[config.mk]
export PLATFORM = sky130hd
export DESIGN_NAME = button_event_gen
export DESIGN_NICKNAME = d
export VERILOG_FILES = /design/src/rtl/button_event_gen_pkg.sv /design/src/rtl/button_event_channel.sv /design/src/rtl/button_event_gen.sv
export SDC_FILE = /design/constraint.sdc
export NUM_CORES = 1
export LEC_CHECK = 0
export CORE_MARGIN = 3
export CORE_UTILIZATION = 40
export CTS_BUF_LIST = sky130_fd_sc_hd__clkbuf_8
export CTS_CLUSTER_DIAMETER = 50
export DETAILED_ROUTE_END_ITERATION = 6
export PLACE_DENSITY_LB_ADDON = 0.12
export SKIP_CTS_REPAIR_TIMING = 1
export SLEW_MARGIN = 20
export SYNTH_ARGS = -nofsm -noshare
export SYNTH_HDL_FRONTEND = slang
export SYNTH_SLANG_ARGS = --single-unit
[constraint.sdc]
create_clock -name clk -period 7.2 [get_ports clk]
set_input_delay 1.44 -clock clk [delete_from_list [all_inputs] [get_ports clk]]
set_output_delay 1.44 -clock clk [all_outputs]
set_load 0.02 [all_outputs]
[src/rtl/button_event_gen_pkg.sv]
// Shared types and helpers for the button event generator.
package button_event_gen_pkg;

  // Two-bit per-channel state encoding.
  typedef enum logic [1:0] {
    ST_IDLE    = 2'b00,
    ST_PRESSED = 2'b01,
    ST_HOLDING = 2'b10
  } btn_state_e;

  function automatic int max_int(input int a, input int b);
    return (a > b) ? a : b;
  endfunction

  // Counter width that can hold the largest reload value. Never less than 1 bit.
  function automatic int cnt_width(input int hold_cycles, input int repeat_cycles);
    int w;
    w = $clog2(max_int(hold_cycles, repeat_cycles) + 1);
    return (w < 1) ? 1 : w;
  endfunction

endpackage

[src/rtl/button_event_channel.sv]
// Single-channel press / release / hold event FSM with a down-counter timer.
//
//   state      | meaning
//   -----------+-----------------------------------------------------------
//   ST_IDLE    | button released, counter cleared, waiting for a press
//   ST_PRESSED | button down, counting toward the first (long-press) hold
//   ST_HOLDING | long press reached, counting auto-repeat intervals
//                (counter frozen at 0 when auto-repeat is disabled)
module button_event_channel
  import button_event_gen_pkg::*;
#(
  parameter int hold_cycles   = 12500000,
  parameter int repeat_cycles = 2500000,
  parameter int counter_width = 24
) (
  input  logic clk,
  input  logic rst,
  input  logic level_in,
  output logic press_pulse,
  output logic release_pulse,
  output logic hold_pulse,
  output logic held
);

  localparam logic [counter_width-1:0] HOLD_LOAD = counter_width'(hold_cycles - 1);
  localparam bit REPEAT_EN = (repeat_cycles > 0);
  localparam logic [counter_width-1:0] REPEAT_LOAD =
    REPEAT_EN ? counter_width'(repeat_cycles - 1) : '0;

  btn_state_e               state_q, state_d;
  logic [counter_width-1:0] cnt_q, cnt_d;
  logic                     press_q, press_d;
  logic                     release_q, release_d;
  logic                     hold_q, hold_d;
  logic                     held_q, held_d;

  // State, timer and output registers; reset clears everything with no release event.
  always_ff @(posedge clk or negedge rst) begin
    if (!rst) begin
      state_q   <= ST_IDLE;
      cnt_q     <= '0;
      press_q   <= 1'b0;
      release_q <= 1'b0;
      hold_q    <= 1'b0;
      held_q    <= 1'b0;
    end else begin
      state_q   <= state_d;
      cnt_q     <= cnt_d;
      press_q   <= press_d;
      release_q <= release_d;
      hold_q    <= hold_d;
      held_q    <= held_d;
    end
  end

  // Next-state, timer and pulse decode. A release always takes priority over a
  // timer expiry in the same cycle, so at most one pulse is ever produced.
  always_comb begin
    state_d   = state_q;
    cnt_d     = cnt_q;
    press_d   = 1'b0;
    release_d = 1'b0;
    hold_d    = 1'b0;

    case (state_q)
      ST_IDLE: begin
        cnt_d = '0;
        if (level_in) begin
          state_d = ST_PRESSED;
          cnt_d   = HOLD_LOAD;
          press_d = 1'b1;
        end
      end

      ST_PRESSED: begin
        if (!level_in) begin
          state_d   = ST_IDLE;
          cnt_d     = '0;
          release_d = 1'b1;
        end else if (cnt_q == '0) begin
          state_d = ST_HOLDING;
          cnt_d   = REPEAT_LOAD;
          hold_d  = 1'b1;
        end else begin
          cnt_d = cnt_q - counter_width'(1);
        end
      end

      ST_HOLDING: begin
        if (!level_in) begin
          state_d   = ST_IDLE;
          cnt_d     = '0;
          release_d = 1'b1;
        end else if (!REPEAT_EN) begin
          cnt_d = '0;
        end else if (cnt_q == '0) begin
          cnt_d  = REPEAT_LOAD;
          hold_d = 1'b1;
        end else begin
          cnt_d = cnt_q - counter_width'(1);
        end
      end

      default: begin
        state_d = ST_IDLE;
        cnt_d   = '0;
      end
    endcase

    held_d = (state_d != ST_IDLE);
  end

  assign press_pulse   = press_q;
  assign release_pulse = release_q;
  assign hold_pulse    = hold_q;
  assign held          = held_q;

endmodule

[src/rtl/button_event_gen.sv]
// Multi-channel button event generator: one independent event FSM per channel.
module button_event_gen
  import button_event_gen_pkg::*;
#(
  parameter int width         = 1,
  parameter int hold_cycles   = 12500000,
  parameter int repeat_cycles = 2500000,
  parameter int counter_width = cnt_width(hold_cycles, repeat_cycles)
) (
  input  logic             clk,
  input  logic             rst,
  input  logic [width-1:0] debounced_signal,
  output logic [width-1:0] press_pulse,
  output logic [width-1:0] release_pulse,
  output logic [width-1:0] hold_pulse,
  output logic [width-1:0] held
);

  // One channel instance per button; channels share nothing but clock and reset.
  for (genvar g = 0; g < width; g++) begin : g_chan
    button_event_channel #(
      .hold_cycles   (hold_cycles),
      .repeat_cycles (repeat_cycles),
      .counter_width (counter_width)
    ) u_chan (
      .clk           (clk),
      .rst           (rst),
      .level_in      (debounced_signal[g]),
      .press_pulse   (press_pulse[g]),
      .release_pulse (release_pulse[g]),
      .hold_pulse    (hold_pulse[g]),
      .held          (held[g])
    );
  end

endmodule

Yosys cells after proc, flatten, opt, wreduce, memory -nomap -nowiden
Index checks and enable logic that the tools add are counted.
{ "word_totals": {"regBits": 30, "output_inout_bits": 4, "elab_cells": 29} }
{ "op_classes": {"mux": 16, "reduce_logical": 4, "eq_ne": 2, "add_sub_neg": 1} }
{ "ops": {"columns": ["operator", "n"], "rows": [
  ["24-bit 2-to-1 mux", 3],
  ["24-bit case mux with 2 select lines", 1],
  ["24-bit zero test", 1],
  ["24-bit by 1-bit subtractor with 24-bit output (second input constant)", 1],
  ["2-bit 2-to-1 mux", 4],
  ["1-bit 2-to-1 mux", 7],
  ["2-bit case mux with 3 select lines", 1],
  ["2-bit by 1-bit equality test with 1-bit output (second input constant)", 1],
  ["2-bit equality test (second input constant)", 1],
  ["2-bit zero test", 1],
  ["2-bit nonzero test", 1],
  ["2-bit OR reduction", 1]
]} }

Depth between registers and ports, before layout
{ "depth": {"ltp_word": 5, "ltp_mapped": 9, "mapped_depth_nobuf": 7} }

Worst setup path before layout
OpenSTA, ideal clock, no wires.
{ "synth_path": {"path_type": "input to register", "from": "input port debounced_signal", "to": "register g_chan[0].u_chan.cnt_q[11]", "setup_ns": 0.140, "path_stages": 5, "required_ns": 7.060, "slack_ns": 4.869, "t_arrival_ns": 2.191, "cell_sequence": "and2_1 -> nand2b_1 -> clkbuf_1 -> clkbuf_1 -> o21ai_0"} }
{ "synth_between": {"elab_chain_len": 2, "word_cells_on_any_way": 3} }
{ "synth_lines": {"columns": ["element", "line", "text"], "rows": [
  ["from (decl)", "button_event_gen.sv:12", "input logic [width-1:0] debounced_signal,"],
  ["24-bit 2-to-1 mux (on tied branches)", "button_event_channel.sv:90, button_event_channel.sv:68", null],
  ["24-bit case mux with 2 select lines *", "button_event_channel.sv:65", "case (state_q)"],
  ["net g_chan[0].u_chan.cnt_d[11]", "button_event_channel.sv:31", "logic [counter_width-1:0] cnt_q, cnt_d;"],
  ["to (signal assigned)", "button_event_channel.sv:48", "cnt_q <= cnt_d;"],
  ["to (decl)", "button_event_channel.sv:31", null]
]} }
The timed path passes the listed nets; every way through them passes the cells marked *.

Worst setup path after layout
{ "layout_path": {"from": "input port debounced_signal", "to": "register g_chan[0].u_chan.cnt_q[23]"} }
The elaborated chain is that of the path after synthesis.

==> impl_metrics.csv <==
group,metric,value,unit
placed_design,port_buffers,6,
routing,wire_per_inst,14.7,um
yosys,netlist_instances,165,
yosys,synth_nets,174,
hold_path,hold_path.class,"register to register",
global_routing,grt_pass1_wl,5760,um
global_routing,grt_pass1_vias,1184,
floorplanning,io_pins,7,
sta,slew_headroom,34.0,%
yosys,yosysUniqueCellTypes,39,
sta,tightest_slew,981,ps
critical_path,critPathKind,"primary input to register",
yosys,yosysWarnings,0,
routing,drtIter0Drc,125,
yosys,async_flop_share,100,%
placed_design,gp_congestion,0.798,
pwr,combPwrFrac,41.6,%
global_routing,grtUsageTotal,17.0,%
clocking,cts_buffers,5,
routing,drt_first_pass_iters,4,
yosys,ys_ff_latch,30,
yosys,ys_seq_area_share,47.6,%
final_layout,syn_to_final_growth,12.7,%
yosys,synth_ff_type,"dfrtp_1",
global_routing,grt_max_degree,31,
routing,routed_wl,3250,um
clocking,cts_tree,"done",
yosys,avgSynthCellArea,9.56,um2
clocking,cts_sinks,30,
pwr,clkPwrFrac,21.4,%
floorplanning,die_w,68.8,um
routing,vias,1176,
clocking,cts-root-buf,"clkbuf_8",
pwr,power.internal,452,uW
placed_design,dp_hpwl,2290,um
pwr,irDropWorstVdd,0.191,mV
sta,finalClockSkew,2.87,ps
floorplanning,dieArea,4730,um2
floorplanning,core_region_area,3740,um2
pwr,p_sw_share,39.5,%
floorplanning,start_util,42.1,%
routing,ant_nets,0,
critical_path,cp_data_arrival_time,3000,ps
pwr,switchingPower,295,uW
sta,tns,0,ps
critical_path,end_kind,"register",
final_layout,nets,181,
flow_run,cap_violations,0,
outcome,outcome,"complete, no violations",
sta,grt_setup_unrepaired,"no",
yosys,synth-edff-count,0,
global_routing,grt-ovfl-total,0,
critical_path,crit_path_start_kind,"primary input",
floorplanning,die_height,68.8,um
sta,hold_viol_final,0,
global_routing,grt_antenna_before_repair,0,
pwr,leakage,0.000773,uW
routing,drc,0,
pwr,seqPwrFrac,37.1,%
sta,fin_crit,2810,ps
final_layout,post-route-util,47.5,%
clocking,clk_latency,280,ps
final_layout,antenna_cells,0,
critical_path,cp_max_fo,12,
sta,fin_crit_sh,39.0,%
clocking,clockBufferDepth,2,
sta,max_freq,356,MHz
clocking,htreeDepth,2,
floorplanning,row_count,22,
sta,drv_slew,0,
sta,finalSetupViolations,0,
yosys,synthesis.area,1580,um2
routing,vias_per_cell,5.32,
critical_path,crit_required,7390,ps
pwr,powerDensity,420,nW/um2
final_layout,layout-drive-gt1-share,8.67,%
clocking,path_clk_slew,60,ps
==> registers in the layout (all words and copies together), names as in the netlist <==
| name | cells |
|---|---|
| g_chan.u_chan.cnt_q | 24 |
| g_chan.u_chan.held | 1 |
| g_chan.u_chan.hold_pulse | 1 |
| g_chan.u_chan.press_pulse | 1 |
| g_chan.u_chan.release_pulse | 1 |
| g_chan.u_chan.state_q | 2 |
==> cell type report <==
cell class,count,area [um2]
Multi-Input combinational cell,123,771
Sequential cell,30,751
Tap cell,48,60.1
Timing Repair Buffer,7,67.6
Inverter,5,18.8
Fill cell,382,1970
Clock buffer,8,110
==> Yosys cell counts (2+ instances only) <==
cell type,n,share of area [%]
a21oi_1,8,2.5
a31oi_1,2,0.79
and2_1,3,1.2
clkbuf_1,4,0.95
dfrtp_1,30,48
ha_1,6,4.8
inv_1,5,1.2
nand2_1,11,2.6
nand3_1,4,1.3
nand4_1,3,1.2
nor2_1,20,4.8
nor3_1,4,1.3
nor3b_1,2,0.95
nor4_1,4,1.6
o21ai_0,14,4.4
o21bai_1,2,0.95
or3_1,4,1.6
or4_1,2,0.95
or4_4,2,1.4
xnor2_1,8,4.4
xor2_1,9,5.0
==> path summary, 6_finish.rpt <==
path                                               end  slack, ps  depth (start not counted)                        from
min                          g_chan[0].u_chan.cnt_q[9]        550                          2   g_chan[0].u_chan.cnt_q[9]
max reg2reg                 g_chan[0].u_chan.cnt_q[23]       4550                          5  g_chan[0].u_chan.cnt_q[10]
max                         g_chan[0].u_chan.cnt_q[23]       4390                          5            debounced_signal
min reg2reg                  g_chan[0].u_chan.cnt_q[9]        550                          2   g_chan[0].u_chan.cnt_q[9]
min in group asynchronous    g_chan[0].u_chan.cnt_q[8]       1550                          2                         rst
max in group asynchronous  g_chan[0].u_chan.state_q[0]       5370                          2                         rst
==> worst max-delay path: stages <==
cell	delay, ps
clkdlybuf4s50_1	570
nand2_1	120
nor2_1	270
nand2_1	330
o21ai_0	280
==> power by group through the flow <==
| stage | registers [uW] | clock network, uW | logic, uW |
|---|---|---|---|
| after floorplan | 276 | 0 | 233 |
| after global placement | 277 | 0 | 303 |
| after detailed placement | 280 | 0 | 309 |
| after CTS | 276 | 165 | 314 |
| after global routing | 285 | 176 | 352 |
| final | 277 | 160 | 311 |
==> per-layer routing <==
metal  GRT usage [%]  wire length, um  up-vias  share of wire (%)
met5               0                0        -                  0
met1            23.0             1570      559                 48
met3            5.19              144        5                4.4
met4            7.30               49        0                1.5
met2            24.9             1490       20                 46
li1                -                -      592                  -
==> logic make-up after synthesis <==
group | after synthesis | synth area share [%]
fa+ha+maj | 6 | 4.76
buf+inv | 12 | 3.57
xor+xnor | 17 | 9.44
simple gates | 66 | 21.8
compound gates | 34 | 12.8
flops | 30 | 47.6
==> placed cells by master (no fill, tap or decap), drive strengths merged, types with 4 or more instances in the layout <==
| cell | Yosys | routed |
|---|---|---|
| clkbuf | 4 | 8 |
| a21oi | 8 | 8 |
| dfrtp | 30 | 30 |
| or3 | 5 | 5 |
| nor2 | 20 | 20 |
| inv | 5 | 5 |
| xor2 | 9 | 9 |
| xnor2 | 8 | 8 |
| nor4 | 4 | 4 |
| nand3 | 4 | 4 |
| nor3 | 4 | 4 |
| clkdlybuf4s50 | 0 | 6 |
| o21ai | 14 | 14 |
| nand2 | 11 | 11 |
| or4 | 4 | 4 |
| ha | 6 | 6 |
==> through the flow <==
stage	hold slack [ps]	total power (uW)	instance area [um2]	worst slack [ps]	cells
floorplan	506	510	1580	4870	165
global route	581	812	1780	4200	221
CTS	552	755	1780	4350	221
global placement	541	580	1670	4220	213
finish	548	747	1780	4390	221
detailed placement	539	589	1670	4070	213
Power figures use the tool's default switching activity.
